[config.mk]
export PLATFORM = sky130hd
export DESIGN_NAME = fsbm_ctr_flat
export DESIGN_NICKNAME = d
export VERILOG_FILES = /design/src/rtl/fsbm_pkg.sv /design/src/rtl/fsbm_ctr_if.sv /design/src/rtl/fsbm_cand_cnt.sv /design/src/rtl/fsbm_ctr.sv /design/src/flat_wrapper.sv
export SDC_FILE = /design/constraint.sdc
export NUM_CORES = 1
export LEC_CHECK = 0
export BUFFER_PORTS_ARGS = -buffer_cell sky130_fd_sc_hd__buf_2
export CORE_UTILIZATION = 30
export DETAILED_ROUTE_END_ITERATION = 8
export REMOVE_ABC_BUFFERS = 1
export SYNTH_ARGS = -nofsm -noshare
export SYNTH_HDL_FRONTEND = slang
export SYNTH_HIERARCHICAL = 1
export SYNTH_SLANG_ARGS = --single-unit
[constraint.sdc]
create_clock -name clk -period 6.2 [get_ports clk]
set_input_delay 0.62 -clock clk [delete_from_list [all_inputs] [get_ports clk]]
set_output_delay 0.62 -clock clk [all_outputs]
set_load 0.02 [all_outputs]
[src/rtl/fsbm_pkg.sv]
// Shared state encoding and width helpers for the FSBM controller, PE array and bench.
package fsbm_pkg;

    typedef enum logic [1:0] {
        IDLE = 2'd0,
        LOAD = 2'd1,
        SCAN = 2'd2,
        DONE = 2'd3
    } state_e;

    // Signed coordinate width: room for +/-srP plus one spare bit
    function automatic int cwOf(input int srP);
        return $clog2(2 * srP + 1) + 1;
    endfunction

    function automatic int sadWOf(input int blkN);
        return 8 + 2 * $clog2(blkN);
    endfunction

endpackage

[src/rtl/fsbm_ctr_if.sv]
// Signal bundle between fsbm_ctr and the PE array; the master side is the controller.
interface fsbm_ctr_if
    import fsbm_pkg::*;
#(
    parameter int SEL_W = 4,
    parameter int CW    = cwOf(8),
    parameter int SAD_W = sadWOf(16)
) ();

    logic                    start;
    logic                    turnenable;
    logic [SAD_W-1:0]        sad_in;
    logic [SEL_W-1:0]        select;
    logic                    load_ref;
    logic                    acc_en;
    logic                    pe_clear;
    logic signed [CW-1:0]    cand_x;
    logic signed [CW-1:0]    cand_y;
    logic                    sad_valid;
    logic                    busy;
    logic                    done;
    logic signed [CW-1:0]    mv_x;
    logic signed [CW-1:0]    mv_y;
    logic [SAD_W-1:0]        best_sad;

    modport master (
        input  start, turnenable, sad_in,
        output select, load_ref, acc_en, pe_clear, cand_x, cand_y,
               sad_valid, busy, done, mv_x, mv_y, best_sad
    );

    modport slave (
        output start, turnenable, sad_in,
        input  select, load_ref, acc_en, pe_clear, cand_x, cand_y,
               sad_valid, busy, done, mv_x, mv_y, best_sad
    );

endinterface

[src/rtl/fsbm_cand_cnt.sv]
// Two-dimensional signed raster counter over the [-SR_P, +SR_P] candidate window.
module fsbm_cand_cnt
    import fsbm_pkg::*;
#(
    parameter int SR_P = 8,
    parameter int CW   = cwOf(SR_P)
) (
    input  logic                 clk,
    input  logic                 rst_n,
    input  logic                 init_i,
    input  logic                 step_i,
    output logic signed [CW-1:0] x_o,
    output logic signed [CW-1:0] y_o,
    output logic                 last_o
);

    localparam logic signed [CW-1:0] MaxC = CW'(SR_P);
    localparam logic signed [CW-1:0] MinC = CW'(-SR_P);

    logic signed [CW-1:0] x_q, x_d, y_q, y_d;

    // x runs fastest; wrapping x carries into y
    always_comb begin
        x_d = x_q;
        y_d = y_q;
        if (init_i) begin
            x_d = MinC;
            y_d = MinC;
        end else if (step_i) begin
            if (x_q == MaxC) begin
                x_d = MinC;
                y_d = y_q + CW'(1);
            end else begin
                x_d = x_q + CW'(1);
            end
        end
    end

    always_ff @(posedge clk or negedge rst_n) begin
        if (!rst_n) begin
            x_q <= '0;
            y_q <= '0;
        end else begin
            x_q <= x_d;
            y_q <= y_d;
        end
    end

    assign x_o    = x_q;
    assign y_o    = y_q;
    assign last_o = (x_q == MaxC) && (y_q == MaxC);

endmodule

[src/rtl/fsbm_ctr.sv]
// Sequencing controller for the FSBM PE array: loads the current block, sweeps the
// +/-SR_P candidate window in raster order and keeps the lowest-SAD displacement.
module fsbm_ctr
    import fsbm_pkg::*;
#(
    parameter int BLK_N = 16,
    parameter int SR_P  = 8,
    parameter int SEL_W = $clog2(BLK_N),
    parameter int CW    = cwOf(SR_P),
    parameter int SAD_W = sadWOf(BLK_N)
) (
    input  logic       clk,
    input  logic       rst_n,
    fsbm_ctr_if.master bus
);

    localparam logic [SEL_W-1:0] LastRow = SEL_W'(BLK_N - 1);

    state_e               state_q, state_d;
    logic [SEL_W-1:0]     select_q, select_d;
    logic                 sadValid_q, done_q;
    logic signed [CW-1:0] sadCandX_q, sadCandY_q;
    logic signed [CW-1:0] mvX_q, mvX_d, mvY_q, mvY_d;
    logic [SAD_W-1:0]     bestSad_q, bestSad_d;
    logic signed [CW-1:0] candX, candY;
    logic                 candLast, candInit, candStep;
    logic                 loadRef, accEn, peClear, rowWrap, atLastRow;

    assign atLastRow = (select_q == LastRow);

    fsbm_cand_cnt #(
        .SR_P (SR_P),
        .CW   (CW)
    ) uCandCnt (
        .clk    (clk),
        .rst_n  (rst_n),
        .init_i (candInit),
        .step_i (candStep),
        .x_o    (candX),
        .y_o    (candY),
        .last_o (candLast)
    );

    always_ff @(posedge clk or negedge rst_n) begin
        if (!rst_n) begin
            state_q <= IDLE;
        end else begin
            state_q <= state_d;
        end
    end

    always_comb begin
        state_d = state_q;
        case (state_q)
            IDLE:    if (bus.start) state_d = LOAD;
            LOAD:    if (candInit) state_d = SCAN;
            SCAN:    if (rowWrap && candLast) state_d = DONE;
            DONE:    state_d = IDLE;
            default: state_d = IDLE;
        endcase
    end

    // A row is consumed only on enabled cycles; the wrap of the last row ends the block/candidate
    always_comb begin
        loadRef  = 1'b0;
        accEn    = 1'b0;
        candInit = 1'b0;
        rowWrap  = 1'b0;
        select_d = select_q;
        case (state_q)
            IDLE: if (bus.start) select_d = '0;
            LOAD: begin
                loadRef  = bus.turnenable;
                candInit = bus.turnenable && atLastRow;
            end
            SCAN: begin
                accEn   = bus.turnenable;
                rowWrap = bus.turnenable && atLastRow;
            end
            default: ;
        endcase
        if (loadRef || accEn) begin
            select_d = atLastRow ? '0 : select_q + SEL_W'(1);
        end
    end

    assign peClear  = accEn && (select_q == '0);
    assign candStep = rowWrap && !candLast;

    // Strict less-than keeps the earliest raster candidate on ties
    always_comb begin
        bestSad_d = bestSad_q;
        mvX_d     = mvX_q;
        mvY_d     = mvY_q;
        if (state_q == IDLE && bus.start) begin
            bestSad_d = '1;
            mvX_d     = '0;
            mvY_d     = '0;
        end else if (sadValid_q && (bus.sad_in < bestSad_q)) begin
            bestSad_d = bus.sad_in;
            mvX_d     = sadCandX_q;
            mvY_d     = sadCandY_q;
        end
    end

    always_ff @(posedge clk or negedge rst_n) begin
        if (!rst_n) begin
            select_q   <= '0;
            sadValid_q <= 1'b0;
            done_q     <= 1'b0;
            sadCandX_q <= '0;
            sadCandY_q <= '0;
            bestSad_q  <= '1;
            mvX_q      <= '0;
            mvY_q      <= '0;
        end else begin
            select_q   <= select_d;
            sadValid_q <= rowWrap;
            done_q     <= rowWrap && candLast;
            if (rowWrap) begin
                sadCandX_q <= candX;
                sadCandY_q <= candY;
            end
            bestSad_q  <= bestSad_d;
            mvX_q      <= mvX_d;
            mvY_q      <= mvY_d;
        end
    end

    assign bus.select    = select_q;
    assign bus.load_ref  = loadRef;
    assign bus.acc_en    = accEn;
    assign bus.pe_clear  = peClear;
    assign bus.cand_x    = candX;
    assign bus.cand_y    = candY;
    assign bus.sad_valid = sadValid_q;
    assign bus.busy      = (state_q != IDLE);
    assign bus.done      = done_q;
    assign bus.mv_x      = mvX_q;
    assign bus.mv_y      = mvY_q;
    assign bus.best_sad  = bestSad_q;

endmodule

[src/flat_wrapper.sv]
// flat-port wrapper written by rule: the top's interface ports become plain ports
module fsbm_ctr_flat import fsbm_pkg::*;
#(
    parameter int BLK_N = 16,
    parameter int SR_P  = 8,
    parameter int SEL_W = $clog2(BLK_N),
    parameter int CW    = cwOf(SR_P),
    parameter int SAD_W = sadWOf(BLK_N)
)
  (clk, rst_n, bus_start, bus_turnenable, bus_sad_in, bus_select, bus_load_ref, bus_acc_en, bus_pe_clear, bus_cand_x, bus_cand_y, bus_sad_valid, bus_busy, bus_done, bus_mv_x, bus_mv_y, bus_best_sad);
  fsbm_ctr_if #(.SEL_W(SEL_W), .CW(CW), .SAD_W(SAD_W)) bus_i ();
  input  logic clk;
  input  logic rst_n;
  input wire logic [$bits(bus_i.start)-1:0] bus_start;
  input wire logic [$bits(bus_i.turnenable)-1:0] bus_turnenable;
  input wire logic [$bits(bus_i.sad_in)-1:0] bus_sad_in;
  output wire logic [$bits(bus_i.select)-1:0] bus_select;
  output wire logic [$bits(bus_i.load_ref)-1:0] bus_load_ref;
  output wire logic [$bits(bus_i.acc_en)-1:0] bus_acc_en;
  output wire logic [$bits(bus_i.pe_clear)-1:0] bus_pe_clear;
  output wire logic [$bits(bus_i.cand_x)-1:0] bus_cand_x;
  output wire logic [$bits(bus_i.cand_y)-1:0] bus_cand_y;
  output wire logic [$bits(bus_i.sad_valid)-1:0] bus_sad_valid;
  output wire logic [$bits(bus_i.busy)-1:0] bus_busy;
  output wire logic [$bits(bus_i.done)-1:0] bus_done;
  output wire logic [$bits(bus_i.mv_x)-1:0] bus_mv_x;
  output wire logic [$bits(bus_i.mv_y)-1:0] bus_mv_y;
  output wire logic [$bits(bus_i.best_sad)-1:0] bus_best_sad;
  assign bus_i.start = bus_start;
  assign bus_i.turnenable = bus_turnenable;
  assign bus_i.sad_in = bus_sad_in;
  assign bus_select = bus_i.select;
  assign bus_load_ref = bus_i.load_ref;
  assign bus_acc_en = bus_i.acc_en;
  assign bus_pe_clear = bus_i.pe_clear;
  assign bus_cand_x = bus_i.cand_x;
  assign bus_cand_y = bus_i.cand_y;
  assign bus_sad_valid = bus_i.sad_valid;
  assign bus_busy = bus_i.busy;
  assign bus_done = bus_i.done;
  assign bus_mv_x = bus_i.mv_x;
  assign bus_mv_y = bus_i.mv_y;
  assign bus_best_sad = bus_i.best_sad;
  fsbm_ctr #(.BLK_N(BLK_N), .SR_P(SR_P), .SEL_W(SEL_W), .CW(CW), .SAD_W(SAD_W)) u_core (.clk(clk), .rst_n(rst_n), .bus(bus_i));
endmodule
# --- Word-level counts from Yosys, hierarchy flattened ---
# Index checks and enable logic that the tools add are counted.
# W data, S select, Z words.
word_totals:
  regBits: 60
  out_inout_bits: 50
  in_bits: 20
  word_cells: 68
classes:
  n_eq_ne: 9
  magnitude_cmp: 1
  add_sub_neg: 3
  reduce_logical: 20
  muxes: 24
ops:
  columns: ["cell", "count"]
  rows:
  - ["$mux W6", 10]
  - ["$mux W16", 2]
  - ["$lt A16 B16 Y1", 1]
  - ["$mux W4", 4]
  - ["$add A6 B2 Y6 const B", 2]
  - ["$eq A6 B5 Y1 const B", 2]
  - ["$reduce_bool A2 Y1", 6]
  - ["$pmux W2 S4", 1]
  - ["$logic_and A1 B1 Y1", 7]
  - ["$mux W2", 3]
  - ["$add A4 B1 Y4 const B", 1]
  - ["$eq A2 B2 Y1 const B", 2]
  - ["$eq A4 B4 Y1 const B", 1]
  - ["$logic_not A4 Y1", 1]
  - ["$mux W1", 4]
  - ["$ne A2 B1 Y1 const B", 2]
  - ["$reduce_and A2 Y1", 2]
  - ["$reduce_and A3 Y1", 1]
  - ["$eq A2 B1 Y1 const B", 1]
  - ["$logic_not A2 Y1", 1]
  - ["$ne A2 B2 Y1 const B", 1]
  - ["$logic_not A1 Y1", 1]
  - ["$logic_or A1 B1 Y1", 1]

# --- Depth between registers and ports, before layout ---
# Gate-level depths: netlist of run 1.
logic_depth:
  word_depth: 6
  ltp_mapped: 10
  mapped_depth_nobuf: 9

# --- Modules after synthesis ---
# Netlist of run 1, hierarchy kept.
modules_own_cells:
  columns: ["mod", "instances", "seq_area_each_um2", "area_per_inst_um2", "cells_each"]
  rows:
  - ["fsbm_ctr", 1, 1221.2, 2660.1, 259]
  - ["fsbm_cand_cnt", 1, 300.3, 755.7, 85]

# --- Worst setup path before layout of run 1 ---
# No wires, ideal clock.
synth_path:
  path_kind: "reg-to-reg"
  start: "register u_core.bestSad_q[15] (netlist: u_core/bus.best_sad[15])"
  end: "register u_core.mvX_q[2] (netlist: u_core/bus.mv_x[2])"
  setup_ps: 122
  required_time_ps: 6078
  slack_ps: 3857
  synth_period_minus_slack_ps: 2343
  stages_incl_launch_ff: 10
  n_path_buf: 2
  t_arrival_ps: 2221
  cell_sequence: "dfstp_2 -> inv_1 -> ha_1 -> nand4_2 -> or3_4 -> o32a_1 -> buf_6 -> buf_6 -> nand3_1 -> a21boi_2"
synth_via:
  elab_chain_len: 3
synth_rtl:
  columns: ["item", "line_no", "source"]
  rows:
  - ["from (decl)", "fsbm_ctr.sv:24", "logic [SAD_W-1:0] bestSad_q, bestSad_d;"]
  - ["from (signal assigned)", "fsbm_ctr.sv:124", "bestSad_q <= bestSad_d;"]
  - ["$lt A16 B16 Y1", "fsbm_ctr.sv:99", "end else if (sadValid_q && (bus.sad_in < bestSad_q)) begin"]
  - ["$logic_and A1 B1 Y1", "fsbm_ctr.sv:99", null]
  - ["$reduce_bool A2 Y1 (no line)", null, null]
  - ["to (signal assigned)", "fsbm_ctr.sv:125", "mvX_q <= mvX_d;"]
  - ["to (decl)", "fsbm_ctr.sv:23", "logic signed [CW-1:0] mvX_q, mvX_d, mvY_q, mvY_d;"]
# Every way passes these cells.
# A chain may end at the register's enable or synchronous reset.

# --- Worst setup path in the final report of run 1 ---
layout_path:
  start: "register u_core.bestSad_q[15] (netlist: u_core/bus.best_sad[15])"
  end: "register u_core.mvY_q[1] (netlist: u_core/bus.mv_y[1])"
layout_via:
  elab_chain_len: 3
layout_rtl:
  columns: ["item", "line_no", "source"]
  rows:
  - ["$lt A16 B16 Y1", "fsbm_ctr.sv:99", null]
  - ["$logic_and A1 B1 Y1", "fsbm_ctr.sv:99", null]
  - ["$reduce_bool A2 Y1 (no line)", null, null]
  - ["to (signal assigned)", "fsbm_ctr.sv:126", "mvY_q <= mvY_d;"]
  - ["to (decl)", "fsbm_ctr.sv:23", null]
# Every way passes these cells.

==> results of run 1 <==
[critical path: stages (launching register included)]
cell,delay (ps)
dfstp_2,540
inv_1,50
ha_1,320
nand4_2,160
or3_4,440
o32ai_4,890
o21ai_0,190
a21boi_0,210
[registers in the layout, indices dropped and copies added (netlist names)]
signal                count
u_core/bus.select         4
u_core/uCandCnt/x_o       6
u_core/sadCandY_q         6
u_core/bus.best_sad      16
u_core/uCandCnt/y_o       6
u_core/bus.mv_y           6
u_core/sadCandX_q         6
u_core/bus.done           1
u_core/bus.mv_x           6
u_core/bus.sad_valid      1
u_core/state_q            2
[through the flow]
| stage | worst slack (ps) | total power (W) | hold slack, ps | area, um^2 |
|---|---|---|---|---|
| 2_1_floorplan | 3560 | 0.000601 | 324 | 3300 |
| 3_3_place_gp | 3230 | 0.000672 | 495 | 3840 |
| 3_5_place_dp | 3160 | 0.000679 | 501 | 3840 |
| 4_1_cts | 3340 | 0.00114 | 491 | 4120 |
| 5_1_grt | 3110 | 0.00119 | 529 | 4120 |
| 6_report | 3340 | 0.00112 | 447 | 4120 |
[power breakdown]
part	internal, W	total (W)	switching (W)
Sequential	0.000419	0.000445	0.0000264
Combinational	0.0000865	0.000225	0.000139
Clock	0.000280	0.000453	0.000173
[cell type report]
class / instances / area [um^2] / share of cell area, %
Multi-Input combinational cell: 236 / 1670 / 40.5
Sequential cell: 60 / 1520 / 37.0
Timing Repair Buffer: 72 / 368 / 8.94
Clock buffer: 12 / 246 / 5.99
Tap cell: 140 / 175 / 4.26
Inverter: 30 / 113 / 2.74
Clock inverter: 4 / 25.0 / 0.608
[kinds of logic after synthesis]
kind of cell	Yosys count	synth area share [%]
buffers and inverters	48	6.67
AOI/OAI and AO/OA	83	16.4
xor gates and xnor gates	1	0.256
muxes	17	5.46
adders and majority gates	25	9.16
and+or+nand+nor	110	17.5
DFF	60	44.5
[placed cells by master, fill, tap and decap left out, types with 4 or more instances in the layout]
cell type,instances
nand3_1,48
a21oi_1,14
clkbuf_16,9
a21o_1,4
nor2_1,12
o21ai_1,8
nand4_1,6
a21boi_0,8
nand2_1,17
inv_1,30
nor3_1,4
mux2_2,13
dfstp_2,16
buf_2,69
ha_1,25
mux2i_1,4
o21ai_0,28
a21boi_2,4
dfrtp_1,44
[worst paths after layout]
path / start / slack [ps] / depth (start not counted) / endpoint
worst min-delay path: rst_n / 450 / 2 / u_core/state_q[1]$_DFFE_PN0P_
worst max register to register: u_core/bus.best_sad[15]$_DFFE_PN1P_ / 3340 / 7 / u_core/bus.mv_y[1]$_DFFE_PN0P_
min in group clk: u_core/sadCandY_q[1]$_DFFE_PN0N_ / 510 / 1 / u_core/sadCandY_q[1]$_DFFE_PN0N_
max in group asynchronous: rst_n / 5230 / 2 / u_core/bus.sad_valid$_DFF_PN0_
worst min register to register: u_core/sadCandY_q[1]$_DFFE_PN0N_ / 510 / 1 / u_core/sadCandY_q[1]$_DFFE_PN0N_
worst max-delay path: u_core/bus.best_sad[15]$_DFFE_PN1P_ / 3340 / 7 / u_core/bus.mv_y[1]$_DFFE_PN0P_
[per-layer routing]
layer,share of wire (%),routed length [um]
met1,45,3660
met2,47,3830
met3,5.5,446
met4,1.8,146
met5,0,0
==> metrics, run 1 <==
status complete, no violations; final setup fails 0; met2 usage between 20 and 25%; CP Launch Type flip-flop; ys async rst share 100%; Core ar. between 0.01 and 0.015 mm^2; drt pass-1 iters 7; post_cts resized 0; sequential share of the synthesized area 44.5%; CTS sink count 60; Power Dens Cells 273 mW/mm^2; Slew Viols, Final 0; crit path DAT just over 3000 ps; mapped cell area between 0.003 and 0.004 mm^2; synthesized flop and latch total 60; final period utilization 46.1%; number of global-route vias before repair roughly 2,600; total grt overflow 0; share of the synthesized area in the top cell type around 32%; Post-Route Utilization 37.5%; Die Y 109 um; Distinct cells, synth 50; CP Max Fanout 28; first-pass GRT wire length approximately 13 mm; share of cells above drive strength 1 between 30 and 40%; Synth area leaders dfrtp_1 32%, dfstp_2 12%, ha_1 9.2%, nand3_1 7.0%, mux2_2 4.3%; H-tree levels 3; gpl congestion 0.824; Post-synth top cells 48 x nand3_1, 44 x dfrtp_1, 30 x inv_1; Leak 2.06 nW; CTS tree built; worst-skew pair later-pin latency 320 ps; Post-synth EDFFs 0; Warnings, synthesis 6; Syn Area/Cell just under 10 um^2; synthesized instance count 344; Post-Route WL 8.08 mm; setup repair bufs after CTS 0; Worst Skew ~12 ps; Max-cap violations 0; most common flop cell mapped by yosys dfrtp_1; DRC Markers 0; First DRT Iteration DRCs about 170; grt peak-use layer met2; antenna diode count 0; I/O pin count 70; FP Rows 38; Synth area leader dfrtp_1; # nets final between 400 and 500; Crit Path Category reg2reg; Min Clock Period, post-route about 2900 ps; CTS root buf clkbuf_16; Hold Path Class in2async; largest net degree at the start of global routing around 60; initial antenna violation count 0; vias per cell 5.11; fmax around 350 MHz; CTS buffer count 9; non-filler instance count after layout roughly 550; GRT Total Usage 14.4%; PortBufs between 60 and 70; CP required 6440 ps; crit end category flip-flop; Placed Cells about 540; Hold Buf Count CTS 0; met1 usage a little under a fifth; initial core utilization 31.1%; Clock transition at path regs approximately 50 ps; Final Hold Fails 0; RSZ-0062 raised after global routing false; area of the die ~0.012 mm^2; most numerous cell in the Yosys netlist nand3_1; Setup Total Neg Slack 0 ps; Vias roughly 2,800; clk buf depth 2; Area Growth Syn to Fin 20.5%; worst slew pin tran about 1200 ps; normalized max-slew margin around 22%; # fillers approximately 1,100; die span in x 109 um; maximum VDD drop approximately 0.15 mV; wire length per cell 14.6 um; ANT nets after route 0; met3 usage 3.29%; hpwl dp ~5.5 mm
(Power assumes the default switching activity.)
==> inputs of run 2 (changes only) <==
- clock period: 6.2 -> 2.84 ns (I/O delays scaled with it)
==> run 2 against run 1 <==
Net effect:
- the run now ends with hold timing left
- non-clock buffer count rose by 9
- sequential power is 120% higher
- register-to-register slack lost 3000 ps
- core utilization up 0.69 points
- via count decreased by 0.28%
- power grew 120%
- first-iteration DRC count is 17% lower
- clock power up 120%
- sequential share of layout area is 0.67 points lower
- routed wire length is 2.3% higher
- maximum frequency grew 13%
- critical path type unchanged
- largest cell class unchanged
- highest routed layer unchanged
==> metrics, run 2 (synthesis gave the netlist of run 1 again) <==
Placed Area 0.00391 mm^2 (was 0.00384 mm^2); PortBufs 69 (unchanged); worst slew pin tran 959 ps (was 1170 ps); CTS buffer count 9 (unchanged); CP Launch Type flip-flop (unchanged); CTS tree built (unchanged); Hold Buf Count CTS 0 (unchanged); Hold Path Class in2async (unchanged); Comb pwr share 20.2% (was 20.1%); I/O pin count 70 (unchanged); Power Dens Cells 589 mW/mm^2 (was 273 mW/mm^2); sequence of cells on the critical path inv_1, ha_1, nor4b_1, nand2_1, nor2_1, nor3_1, buf_4, and3b_1, a41o_2, a31oi_1 (was inv_1, ha_1, nand4_2, or3_4, o32ai_4, o21ai_0, a21boi_0); Worst Skew 6.22 ps (was 12.3 ps); DRC Markers 0 (unchanged); GRT Total Usage 14.6% (was 14.4%); number of global-route vias before repair 2,721 (was 2,641); largest net degree at the start of global routing 30 (was 61); vias per cell 5.01 (was 5.11); Clock transition at path regs 50 ps (about the same); WP depth 10 (was 7); Setup Total Neg Slack 0 ps (unchanged); CP bufs+invs 2 (was 1); post_cts resized 0 (unchanged); worst r2r dst u_core/uCandCnt/x_o[5]$_DFFE_PN0P_ (was u_core/bus.mv_y[1]$_DFFE_PN0P_); # nets final 463 (was 454); Core ar. 0.0110 mm^2 (unchanged); worst-skew pair later-pin latency 320 ps (about the same); most common cell after layout, fill and taps aside buf_2 (unchanged); Switch Pwr 0.000732 W (was 0.000339 W); FP Rows 38 (unchanged); fmax 397 MHz (was 350 MHz); final instance area 0.00419 mm^2 (was 0.00412 mm^2); max incr delay on CP 500 ps (was 890 ps); Slew Viols, Final 0 (unchanged); switching share of total power 29.6% (was 30.1%); status finished with violations (was complete, no violations); drt pass-1 iters 4 (was 7); CP required 3080 ps (was 6440 ps); CTS sink count 60 (unchanged); Die Y 109 um (unchanged); grt peak-use layer met2 (unchanged); H-tree levels 3 (unchanged); Fin Hold WS -5.76 ps (was 447 ps); cell family with the largest share of critical-path delay simple AND/OR/NAND/NOR gates (was compound AO/OA/AOI/OAI gates); Vias 2,821 (was 2,829); gpl congestion 0.805 (was 0.824); Min Clock Period, post-route 2520 ps (was 2860 ps); first-pass GRT wire length 13.3 mm (was 13.2 mm); share of cells above drive strength 1 32.9% (was 31.2%); met3 usage 3.71% (was 3.29%); antenna diode count 0 (unchanged); maximum VDD drop 0.248 mV (was 0.151 mV); failing checks hold timing; normalized max-slew margin 35.9% (was 22.1%); crit path launch u_core/uCandCnt/x_o[0]$_DFFE_PN0P_ (was u_core/bus.best_sad[15]$_DFFE_PN1P_); Design Power 0.00247 W (was 0.00112 W); met2 usage 25.2% (was 23.1%); wire length per cell 14.7 um (was 14.6 um); Pint 0.00174 W (was 0.000785 W); clock share of power 40.5% (was 40.3%); initial core utilization 31.1% (unchanged); final period utilization 88.7% (was 46.1%); initial antenna violation count 0 (unchanged); hpwl dp 5.93 mm (was 5.50 mm); final setup fails 0 (unchanged); CP Max Fanout 11 (was 28); CP endpoint u_core/uCandCnt/x_o[5]$_DFFE_PN0P_ (was u_core/bus.mv_y[1]$_DFFE_PN0P_); r2r worst-path depth 10 (was 7); Largest register FFs 16 (unchanged); r2r setup slk 320 ps (was 3340 ps); Slowest-stage cell, CP nor4b_1 (was o32ai_4); clk buf depth 2 (unchanged); commonest non-fill, non-tap cells in the layout 69 x buf_2, 48 x nand3_1, 44 x dfrtp_1, 30 x inv_1, 28 x o21ai_0 (unchanged); setup repair bufs after CTS 0 (unchanged); Area Growth Syn to Fin 22.7% (was 20.5%); ANT nets after route 0 (unchanged); Leak 2.12 nW (was 2.06 nW); Final Hold Fails 7 (was 0); Post-Route WL 8.27 mm (was 8.08 mm); crit path DAT 2760 ps (was 3100 ps); First DRT Iteration DRCs 142 (was 171); die span in x 109 um (unchanged); Max-cap violations 0 (unchanged); r2r startpoint u_core/uCandCnt/x_o[0]$_DFFE_PN0P_ (was u_core/bus.best_sad[15]$_DFFE_PN1P_); sequential power share 39.3% (was 39.6%); met1 usage 17.6% (was 18.5%); crit end category flip-flop (unchanged); Crit Path Category reg2reg (unchanged); CTS root buf clkbuf_16 (unchanged); total grt overflow 0 (unchanged); RSZ-0062 raised after global routing false (unchanged); area of the die 0.0118 mm^2 (unchanged)
-- run 2: cell types whose count changed in the layout (fill, tap and decap cells not counted), sizes merged --
cell | before | now
clkinv | 2 | 4
clkinvlp | 2 | 0
buf | 72 | 81
-- run 2: cell type report --
class,count,area [um^2]
Clock buffer,12,256
Clock inverter,4,23.8
Fill cell,1098,6790
Inverter,30,113
Multi-Input combinational cell,236,1670
Sequential cell,60,1520
Tap cell,140,175
Timing Repair Buffer,81,435
-- run 2: metrics by stage --
stage / cells / hold WS [ps] / setup slack [ps] / util, %
finish: 563 / -5.76 / 320 / 38.2
global route: 563 / 42.9 / 175 / 38.2
CTS: 563 / 10.6 / 367 / 38.2
detailed placement: 547 / 352 / 420 / 35.6
global placement: 547 / 363 / 420 / 35.6
floorplan: 326 / -11.6 / 198 / -
-- run 2: power by group through the flow --
stage	clock network [W]	logic (W)	registers, W
2_1_floorplan	0	0.000299	0.00101
3_3_place_gp	0	0.000485	0.000981
3_5_place_dp	0	0.000500	0.000985
4_1_cts	0.00104	0.000503	0.000972
5_1_grt	0.00108	0.000554	0.000979
6_report	0.000999	0.000499	0.000972
-- run 2: worst min-delay path by stage --
stage | from | end
finish | rst_n | u_core/state_q[1]$_DFFE_PN0P_
floorplan | rst_n | u_core/bus.done$_DFF_PN0_
CTS | rst_n | u_core/state_q[1]$_DFFE_PN0P_
detailed placement | rst_n | u_core/state_q[1]$_DFFE_PN0P_
global route | rst_n | u_core/state_q[1]$_DFFE_PN0P_
global placement | rst_n | u_core/bus.select[1]$_DFFE_PN0P_
-- run 2: metal layers --
metal	up-vias	wire length (um)
met1	1380	3720
met3	2	333
met5	-	0
met2	57	4180
met4	0	35
li1	1382	-
